[config.mk]
export PLATFORM = sky130hd
export DESIGN_NAME = avmm_pio_arbiter_flat
export DESIGN_NICKNAME = d
export VERILOG_FILES = /design/src/rtl/avmm_pio_arbiter_pkg.sv /design/src/rtl/avmm_pio_arbiter_if.sv /design/src/rtl/avmm_pio_arbiter_rr_pick2.sv /design/src/rtl/avmm_pio_arbiter.sv /design/src/flat_wrapper.sv
export SDC_FILE = /design/constraint.sdc
export NUM_CORES = 1
export LEC_CHECK = 0
export CAP_MARGIN = 40
export CORE_AREA = 2 2 89 91
export DETAILED_ROUTE_END_ITERATION = 10
export DIE_AREA = 0 0 91 93
export GPL_TIMING_DRIVEN = 0
export PLACE_DENSITY = 0.75
export SLEW_MARGIN = 5
export SYNTH_ARGS = -nofsm -noshare
export SYNTH_HDL_FRONTEND = slang
export SYNTH_SLANG_ARGS = --single-unit
[constraint.sdc]
create_clock -name clk -period 1.8 [get_ports clk]
set_input_delay 0.27 -clock clk [delete_from_list [all_inputs] [get_ports clk]]
set_output_delay 0.27 -clock clk [all_outputs]
set_load 0.1 [all_outputs]
[src/rtl/avmm_pio_arbiter_pkg.sv]
// Shared types and constants for the two-master PIO arbiter.
// The optional grant timeout is enabled with the ARB_TIMEOUT_EN macro.
package pio_arb_pkg;
  typedef enum logic [1:0] {
    ARB_IDLE = 2'd0,
    ARB_GNT0 = 2'd1,
    ARB_GNT1 = 2'd2
  } arb_state_t;

  localparam logic M_CORE = 1'b0;
  localparam logic M_JTAG = 1'b1;

  localparam int          DEF_TIMEOUT_CYCLES = 256;
  localparam logic [31:0] DEF_TIMEOUT_RDATA  = 32'hDEAD_BEEF;
endpackage

[src/rtl/avmm_pio_arbiter_if.sv]
// One Avalon-MM link: the master modport drives the command, the slave modport answers.
interface avmm_pio_arbiter_if #(
  parameter int ADDR_W = 4,
  parameter int DATA_W = 32
);
  logic [ADDR_W-1:0]   address;
  logic                read;
  logic                write;
  logic [DATA_W-1:0]   wdata;
  logic [DATA_W/8-1:0] be;
  logic [DATA_W-1:0]   rdata;
  logic                waitreq;

  modport master (output address, read, write, wdata, be, input rdata, waitreq);
  modport slave  (input address, read, write, wdata, be, output rdata, waitreq);
endinterface

[src/rtl/avmm_pio_arbiter_rr_pick2.sv]
// Combinational 2-way round-robin chooser: on a tie the master that did not win last time goes.
module arb_rr_pick2
  import pio_arb_pkg::*;
(
  input  logic [1:0] i_req,
  input  logic       i_last,
  output logic       o_pick,
  output logic       o_valid
);
  always_comb begin
    o_valid = |i_req;
    case (i_req)
      2'b01:   o_pick = M_CORE;
      2'b10:   o_pick = M_JTAG;
      2'b11:   o_pick = ~i_last;
      default: o_pick = M_CORE;
    endcase
  end
endmodule

[src/rtl/avmm_pio_arbiter.sv]
// Round-robin arbiter sharing one PIO slave between the core (m0) and JTAG (m1) masters.
// Define ARB_TIMEOUT_EN to force-complete a grant stalled for TIMEOUT_CYCLES cycles.
module avmm_pio_arbiter
  import pio_arb_pkg::*;
#(
  parameter int ADDR_W = 4,
  parameter int DATA_W = 32
`ifdef ARB_TIMEOUT_EN
  ,
  parameter int                TIMEOUT_CYCLES = DEF_TIMEOUT_CYCLES,
  parameter logic [DATA_W-1:0] TIMEOUT_RDATA  = DEF_TIMEOUT_RDATA
`endif
) (
  input  logic               clk,
  input  logic               reset,
  avmm_pio_arbiter_if.slave  m0,
  avmm_pio_arbiter_if.slave  m1,
  avmm_pio_arbiter_if.master s,
  output logic [1:0]         grant,
  output logic               err_timeout
);
  arb_state_t          r_state;
  arb_state_t          w_state_nxt;
  logic                r_last;
  logic                w_last_nxt;
  logic                w_pick;
  logic                w_pick_valid;
  logic                w_granted;
  logic                w_sel1;
  logic                w_rd_sel;
  logic                w_wr_sel;
  logic                w_req_sel;
  logic                w_to_fire;
  logic [ADDR_W-1:0]   w_addr_sel;
  logic [DATA_W-1:0]   w_wdata_sel;
  logic [DATA_W/8-1:0] w_be_sel;
  logic [DATA_W-1:0]   w_rdata_gnt;
  logic                w_wait_gnt;

  arb_rr_pick2 u_pick (
    .i_req   ({m1.read | m1.write, m0.read | m0.write}),
    .i_last  (r_last),
    .o_pick  (w_pick),
    .o_valid (w_pick_valid)
  );

  assign w_granted   = (r_state != ARB_IDLE);
  assign w_sel1      = (r_state == ARB_GNT1);
  assign w_rd_sel    = w_sel1 ? m1.read : m0.read;
  assign w_wr_sel    = w_sel1 ? m1.write : m0.write;
  assign w_req_sel   = w_rd_sel | w_wr_sel;
  assign w_addr_sel  = w_sel1 ? m1.address : m0.address;
  assign w_wdata_sel = w_sel1 ? m1.wdata : m0.wdata;
  assign w_be_sel    = w_sel1 ? m1.be : m0.be;
  assign grant       = {r_state == ARB_GNT1, r_state == ARB_GNT0};

`ifdef ARB_TIMEOUT_EN
  localparam int CNT_W = ($clog2(TIMEOUT_CYCLES) > 8) ? $clog2(TIMEOUT_CYCLES) : 8;
  logic [CNT_W-1:0] r_cnt;
  logic             r_err;

  // Stall counter: restarts at every grant, counts cycles the slave holds off the owner.
  always_ff @(posedge clk or posedge reset) begin
    if (reset) begin
      r_cnt <= '0;
    end else if (r_state == ARB_IDLE) begin
      r_cnt <= '0;
    end else if (w_req_sel && s.waitreq) begin
      r_cnt <= r_cnt + CNT_W'(1);
    end else begin
      r_cnt <= r_cnt;
    end
  end

  // Sticky timeout flag; only reset clears it.
  always_ff @(posedge clk or posedge reset) begin
    if (reset) begin
      r_err <= 1'b0;
    end else if (w_to_fire) begin
      r_err <= 1'b1;
    end else begin
      r_err <= r_err;
    end
  end

  assign w_to_fire   = w_granted && w_req_sel && s.waitreq &&
                       (r_cnt == CNT_W'(TIMEOUT_CYCLES - 1));
  assign w_rdata_gnt = (w_to_fire && w_rd_sel && !w_wr_sel) ? TIMEOUT_RDATA : s.rdata;
  assign err_timeout = r_err;
`else
  assign w_to_fire   = 1'b0;
  assign w_rdata_gnt = s.rdata;
  assign err_timeout = 1'b0;
`endif

  assign w_wait_gnt = s.waitreq & ~w_to_fire;

  // State and round-robin history registers.
  always_ff @(posedge clk or posedge reset) begin
    if (reset) begin
      r_state <= ARB_IDLE;
      r_last  <= M_JTAG;
    end else begin
      r_state <= w_state_nxt;
      r_last  <= w_last_nxt;
    end
  end

  // Next-state: a dropped request returns to IDLE without touching the round-robin history.
  always_comb begin
    w_state_nxt = r_state;
    w_last_nxt  = r_last;
    case (r_state)
      ARB_IDLE: begin
        if (w_pick_valid) begin
          w_state_nxt = w_pick ? ARB_GNT1 : ARB_GNT0;
        end else begin
          w_state_nxt = ARB_IDLE;
        end
      end
      ARB_GNT0, ARB_GNT1: begin
        if (!w_req_sel) begin
          w_state_nxt = ARB_IDLE;
        end else if (!s.waitreq || w_to_fire) begin
          w_state_nxt = ARB_IDLE;
          w_last_nxt  = w_sel1 ? M_JTAG : M_CORE;
        end else begin
          w_state_nxt = r_state;
        end
      end
      default: w_state_nxt = ARB_IDLE;
    endcase
  end

  // Bus muxes; write wins when a master raises read and write together.
  always_comb begin
    s.address  = w_addr_sel;
    s.wdata    = w_wdata_sel;
    s.be       = w_be_sel;
    s.read     = w_granted & w_rd_sel & ~w_wr_sel & ~w_to_fire;
    s.write    = w_granted & w_wr_sel & ~w_to_fire;
    m0.waitreq = 1'b1;
    m0.rdata   = '0;
    m1.waitreq = 1'b1;
    m1.rdata   = '0;
    case (r_state)
      ARB_GNT0: begin
        m0.waitreq = w_wait_gnt;
        m0.rdata   = w_rdata_gnt;
      end
      ARB_GNT1: begin
        m1.waitreq = w_wait_gnt;
        m1.rdata   = w_rdata_gnt;
      end
      default: begin
        m0.waitreq = 1'b1;
        m1.waitreq = 1'b1;
      end
    endcase
  end
endmodule

[src/flat_wrapper.sv]
// flat-port wrapper written by rule: the top's interface ports become plain ports
module avmm_pio_arbiter_flat import pio_arb_pkg::*;
#(
  parameter int ADDR_W = 4,
  parameter int DATA_W = 32

)
  (clk, reset, grant, err_timeout, m0_address, m0_read, m0_write, m0_wdata, m0_be, m0_rdata, m0_waitreq, m1_address, m1_read, m1_write, m1_wdata, m1_be, m1_rdata, m1_waitreq, s_address, s_read, s_write, s_wdata, s_be, s_rdata, s_waitreq);
  avmm_pio_arbiter_if #(.ADDR_W(ADDR_W), .DATA_W(DATA_W)) m0_i ();
  avmm_pio_arbiter_if #(.ADDR_W(ADDR_W), .DATA_W(DATA_W)) m1_i ();
  avmm_pio_arbiter_if #(.ADDR_W(ADDR_W), .DATA_W(DATA_W)) s_i ();
  input  logic clk;
  input  logic reset;
  output logic [1:0] grant;
  output logic err_timeout;
  input wire logic [$bits(m0_i.address)-1:0] m0_address;
  input wire logic [$bits(m0_i.read)-1:0] m0_read;
  input wire logic [$bits(m0_i.write)-1:0] m0_write;
  input wire logic [$bits(m0_i.wdata)-1:0] m0_wdata;
  input wire logic [$bits(m0_i.be)-1:0] m0_be;
  output wire logic [$bits(m0_i.rdata)-1:0] m0_rdata;
  output wire logic [$bits(m0_i.waitreq)-1:0] m0_waitreq;
  input wire logic [$bits(m1_i.address)-1:0] m1_address;
  input wire logic [$bits(m1_i.read)-1:0] m1_read;
  input wire logic [$bits(m1_i.write)-1:0] m1_write;
  input wire logic [$bits(m1_i.wdata)-1:0] m1_wdata;
  input wire logic [$bits(m1_i.be)-1:0] m1_be;
  output wire logic [$bits(m1_i.rdata)-1:0] m1_rdata;
  output wire logic [$bits(m1_i.waitreq)-1:0] m1_waitreq;
  output wire logic [$bits(s_i.address)-1:0] s_address;
  output wire logic [$bits(s_i.read)-1:0] s_read;
  output wire logic [$bits(s_i.write)-1:0] s_write;
  output wire logic [$bits(s_i.wdata)-1:0] s_wdata;
  output wire logic [$bits(s_i.be)-1:0] s_be;
  input wire logic [$bits(s_i.rdata)-1:0] s_rdata;
  input wire logic [$bits(s_i.waitreq)-1:0] s_waitreq;
  assign m0_i.address = m0_address;
  assign m0_i.read = m0_read;
  assign m0_i.write = m0_write;
  assign m0_i.wdata = m0_wdata;
  assign m0_i.be = m0_be;
  assign m0_rdata = m0_i.rdata;
  assign m0_waitreq = m0_i.waitreq;
  assign m1_i.address = m1_address;
  assign m1_i.read = m1_read;
  assign m1_i.write = m1_write;
  assign m1_i.wdata = m1_wdata;
  assign m1_i.be = m1_be;
  assign m1_rdata = m1_i.rdata;
  assign m1_waitreq = m1_i.waitreq;
  assign s_address = s_i.address;
  assign s_read = s_i.read;
  assign s_write = s_i.write;
  assign s_wdata = s_i.wdata;
  assign s_be = s_i.be;
  assign s_i.rdata = s_rdata;
  assign s_i.waitreq = s_waitreq;
  avmm_pio_arbiter #(.ADDR_W(ADDR_W), .DATA_W(DATA_W)) u_core (.clk(clk), .reset(reset), .m0(m0_i), .m1(m1_i), .s(s_i), .grant(grant), .err_timeout(err_timeout));
endmodule
; ---- Yosys cells after proc, flatten, opt, wreduce, memory -nomap -nowiden
; Index checks and enable logic that the tools add are counted.
[totals]
input_bits = 119
output_inout_bits = 111
ff_bits = 3
elab_cells = 37
[op_classes]
n_eq_ne = 5
muxes = 16
n_bitwise = 9
reduce_logical = 5
[op_table]
columns = cell, n
row1 = $mux 32, 3
row2 = $mux 2, 4
row3 = $mux 4, 2
row4 = $eq 2x2->1 const B, 3
row5 = $mux 1, 5
row6 = $pmux 2 s2, 1
row7 = $reduce_or 2->1, 2
row8 = $and 1x1->1, 3
row9 = $ne 3x3->1 const B, 1
row10 = $not 1->1, 3
row11 = $or 1x1->1, 3
row12 = $reduce_and 3->1, 1
row13 = $eq 2x1->1 const B, 1
row14 = $logic_not 2->1, 1
row15 = $pmux 1 s2, 1
row16 = $reduce_bool 2->1, 1

; ---- Longest topological paths before layout
[logic_depth]
ltp_word = 6
ltp_mapped = 7
depth_no_buf = 5

; ---- Modules after synthesis
; From an unflattened synthesis, not the netlist that was laid out.
[hier_totals]
hier_cells = 151
hier_area_um2 = 1232.4
[by_module_without_submodules]
columns = module, instances, cells_per_inst, area_each_um2, seq_area_each_um2
row1 = avmm_pio_arbiter, 1, 149, 1218.7, 76.3
row2 = arb_rr_pick2, 1, 2, 13.8, 0.0

; ---- Worst setup path before layout
; No wires, ideal clock.
[synth_path]
path_type = register to output
start = register u_core.r_state[1]
end = output port m0_rdata[31]
t_arrival_ns = 2.355
setup_slack_ns = -0.825
n_path_buf = 1
t_required_ns = 1.530
stages_incl_launch_ff = 5
path_cell_list = dfrtp_1 > inv_1 > ha_1 > clkbuf_1 > and2_1
[synth_via]
elab_chain_cells = 2
[synth_rtl]
columns = item, line
row1 = start: declaration, avmm_pio_arbiter.sv:22  ; arb_state_t r_state;
row2 = start signal: assignment, avmm_pio_arbiter.sv:104  ; r_state <= w_state_nxt;
row3 = $eq 2x1->1, --
row4 = via grant[0], flat_wrapper.sv:14  ; output logic [1:0] grant;
row5 = $mux 32, avmm_pio_arbiter.sv:146  ; case (r_state)
row6 = end: declaration, flat_wrapper.sv:21  ; output wire logic [$bits(m0_i.rdata)-1:0] m0_rdata;
; The timed path passes the listed nets, and every way through them passes these cells.

; ---- Final worst setup path
[layout_path]
start = register u_core.r_state[1]
end = output port s_wdata[28]
[layout_via]
elab_chain_cells = 2
[layout_rtl]
columns = item, line
row1 = $eq 2x2->1, avmm_pio_arbiter.sv:48  ; assign w_sel1 = (r_state == ARB_GNT1);
row2 = via u_core.w_sel1, avmm_pio_arbiter.sv:29  ; logic w_sel1;
row3 = $mux 32, avmm_pio_arbiter.sv:53  ; assign w_wdata_sel = w_sel1 ? m1.wdata : m0.wdata;
row4 = end: declaration, flat_wrapper.sv:33  ; output wire logic [$bits(s_i.wdata)-1:0] s_wdata;
; The timed path passes the listed nets, and every way through them passes these cells.

==> flow_metrics.py <==
metrics = {
    "route": {
        "wl_per_cell_um": 22.9,
        "drtPass1Iterations": 4,
        "wl_mm": 11.7,
        "drc": 0,
        "drt_iter0_drc": 45,
        "ant_nets": 0,
        "vias": 2211,
        "post_drt_via_cell_ratio": 4.35,
    },
    "run_status": {
        "violations": "negative setup slack",
        "status": "complete, but fails checks",
    },
    "run": {
        "maxCapViolCount": 0,
    },
    "placement": {
        "port_buffers": 228,
        "gp_congestion": 0.796,
        "dp_hpwl_mm": 9.99,
        "placed_area_sq_um": 5860,
    },
    "global_routing": {
        "track_usage_pct": 25.9,
        "grt_pass1_wl_mm": 16.6,
        "antenna_found_initial": 0,
        "grt_pass1_vias": 2537,
        "grt_max_degree": 11,
        "grt_overflow": 0,
    },
    "synthesis": {
        "ys_dominant_reg_cell": "dfrtp_1",
        "syn_inst": 148,
        "synth_cell_type_count": 22,
        "synthArstFlopShare_pct": 100,
        "syn_avg_cell_area_sq_um": 8.22,
        "synthMostInstantiatedCell": "and2_1",
        "synth.top_cell.area_share_pct": 37.0,
        "synth_common_cells": "and2_1 (64), mux2_2 (40), clkbuf_1 (6)",
        "synth_top_area_cell": "mux2_2",
        "synth_nets": 270,
        "seq_area_frac_synth_pct": 6.28,
        "synth-edff-count": 0,
        "yosys-top-cells-area": "mux2_2 (37%), and2_1 (33%), dfrtp_1 (4.1%)",
        "synth_seq_cells": 3,
        "synth-warning-count": 0,
        "syn_area_sq_um": 1220,
    },
    "cts": {
        "clkLatencyLatePin_ns": 0.21,
        "cts-buffers-inserted": 3,
        "cts.sink_count": 3,
        "cts_buffer_depth": 2,
        "cts_tree": "yes",
        "htreeDepth": 1,
        "clk_pin_slew_ns": 0.03,
        "clock_tree.root_cell": "clkbuf_8",
    },
    "sta": {
        "setup_viol": 72,
        "hold_viol_final": 0,
        "rsz0062_at_grt": "yes",
        "final-max-slew-violation-count": 0,
        "worst_pin_slew_ns": 0.507,
        "max_freq_mhz": 494,
        "fin_worst_skew_ns": 0.00117,
        "finalCritPeriodShare_pct": 112,
        "layout_setup_ws_ns": -0.223,
        "period_needed_ns": 2.02,
        "slew_headroom_pct": 66.1,
    },
    "setup_path": {
        "path_class": "reg2out",
        "slowest_stage": "dfrtp_1",
        "path_common_cell": "buf_16",
        "cp_cell_sequence": "buf_6 > ha_4 > buf_16 > buf_12 > mux2_4 > buf_16",
        "critical_path_arrival_ns": 1.75,
        "crit_path_max_fanout": 8,
        "crit_path_end_kind": "output pin",
        "worst_setup_path_start_kind": "flop",
        "required_ns": 1.53,
        "cpPeakStageDelay_ns": 0.38,
    },
    "pwr": {
        "p_leak_nw": 2.53,
        "ir_drop_mv": 1.11,
        "p_per_area_nw_per_um2": 2200,
        "total_power_w": 0.0128,
    },
    "finish": {
        "drive_gt1_share_pct": 67.0,
        "area_delta_synth_final_pct": 380,
        "fillers": 436,
        "n_antenna_cell": 0,
        "layout.nets": 529,
        "design_area_sq_um": 5840,
    },
    "die": {
        "ios": 230,
        "die_height_um": 93,
        "fp.dieW_um": 91,
        "start_util_pct": 16.2,
        "fp-row-count": 32,
        "core_area_sq_um": 7530,
        "dieArea_sq_um": 8460,
    },
    "min_path": {
        "min_path_type": "in2async",
    },
}
[final timing paths]
kind                                               startpoint                       endpoint  slack, ns  cells past startpoint
worst min register to register      u_core.r_last$_DFFE_PP1P_      u_core.r_last$_DFFE_PP1P_       0.66                      1
worst max register to register  u_core.r_state[1]$_DFFE_PP0P_  u_core.r_state[1]$_DFFE_PP0P_       0.07                      7
worst max-delay path            u_core.r_state[1]$_DFFE_PP0P_                    s_wdata[28]      -0.22                      6
worst min-delay path                                    reset  u_core.r_state[0]$_DFFE_PP0P_       0.22                      2
max in group asynchronous                               reset      u_core.r_last$_DFFE_PP1P_       1.38                      2
min in group clk                    u_core.r_last$_DFFE_PP1P_      u_core.r_last$_DFFE_PP1P_       0.66                      1
[flip-flops by register name (all words and copies together), names as in the netlist]
name,cells
u_core.r_state,2
u_core.r_last,1
[routing by layer]
| metal | vias to the layer above | part of all wire [%] | track usage, % |
|---|---|---|---|
| met5 | - | 0 | 0 |
| met4 | 0 | 1.7 | 3.79 |
| met3 | 12 | 7.4 | 6.93 |
| met2 | 122 | 58 | 53.7 |
| met1 | 1072 | 33 | 25.9 |
| li1 | 1005 | - | - |
[kinds of logic (layout without fill, tap and decap cells)]
family | after synthesis | count (layout) | share of synthesized area (%)
muxes | 44 | 44 | 40.4
and+or+nand+nor | 73 | 73 | 37.4
DFF | 3 | 3 | 6.28
buffers and inverters | 19 | 277 | 7.30
adders and majority gates | 3 | 3 | 3.09
other | 1 | 1 | 0.308
AOI/OAI and AO/OA | 5 | 5 | 5.14
[report_power, final]
group	leakage, nW	switching [W]	internal [W]
clock	0.0228	0.0000424	0.000151
combinational	2.47	0.00721	0.00531
sequential	0.0362	0.0000268	0.000106
[through the flow]
| stage | TNS (ns) | setup WS (ns) | util, % | cells | hold slack [ns] |
|---|---|---|---|---|---|
| after global placement | -103.61 | -1.24 | 52.0 | 478 | 0.448 |
| final | -11.05 | -0.223 | 77.6 | 508 | 0.217 |
| after global routing | -14.25 | -0.264 | 77.6 | 508 | 0.248 |
| after detailed placement | -64.22 | -0.883 | 77.9 | 588 | 0.444 |
| after CTS | -17.51 | -0.312 | 76.5 | 504 | 0.217 |
| after floorplan | -8.01 | -0.224 | - | 148 | 0.0229 |
[what timing repair did]
action / 4_1_cts / 5_1_grt
hold buffers: 0 / 0
pin swaps: 6 / 8
gates resized for setup: 171 / 29
buffers inserted: 12 / 7
cloned: 6 / 1
setup endpoints to repair: 110 / 85
[cell usage in the layout (no fill, tap or decap)]
cell type and n:
clkbuf_8 4, o221ai_1 1, mux2_4 41, a2111oi_4 1, nor3_4 1, mux2i_1 2
nand3b_1 1, inv_2 1, buf_4 13, nand2_1 1, and2_4 45, nor2_4 3
a211oi_4 1, nand2b_1 1, nand2b_2 1, nor2_1 1, ha_4 2, a32oi_2 1
buf_16 27, buf_8 4, mux2i_4 1, clkbuf_1 1, clkbuf_16 6, ha_1 1
dfrtp_1 2, conb_1 1, clkdlybuf4s50_1 118, o21ai_0 1, buf_6 7, and2_2 19
dfstp_2 1, inv_1 3, inv_4 1, buf_12 91, clkbuf_2 1
[layout make-up]
cell class / instances / area, sq um / area share, %
Tap cell: 102 / 128 / 2.19
Sequential cell: 3 / 76.3 / 1.31
Buffer: 12 / 213 / 3.64
Clock buffer: 4 / 45.0 / 0.771
Inverter: 5 / 21.3 / 0.364
Timing Repair Buffer: 256 / 3940 / 67.4
Multi-Input combinational cell: 126 / 1420 / 24.3
[critical path, delay by kind of cell (launching register included)]
kind	cells	cell delay, ns
buf+inv	4	0.63
flops	1	0.38
fa+ha+maj	1	0.19
mux	1	0.33
Note: power is estimated with default switching activity, not from simulation.
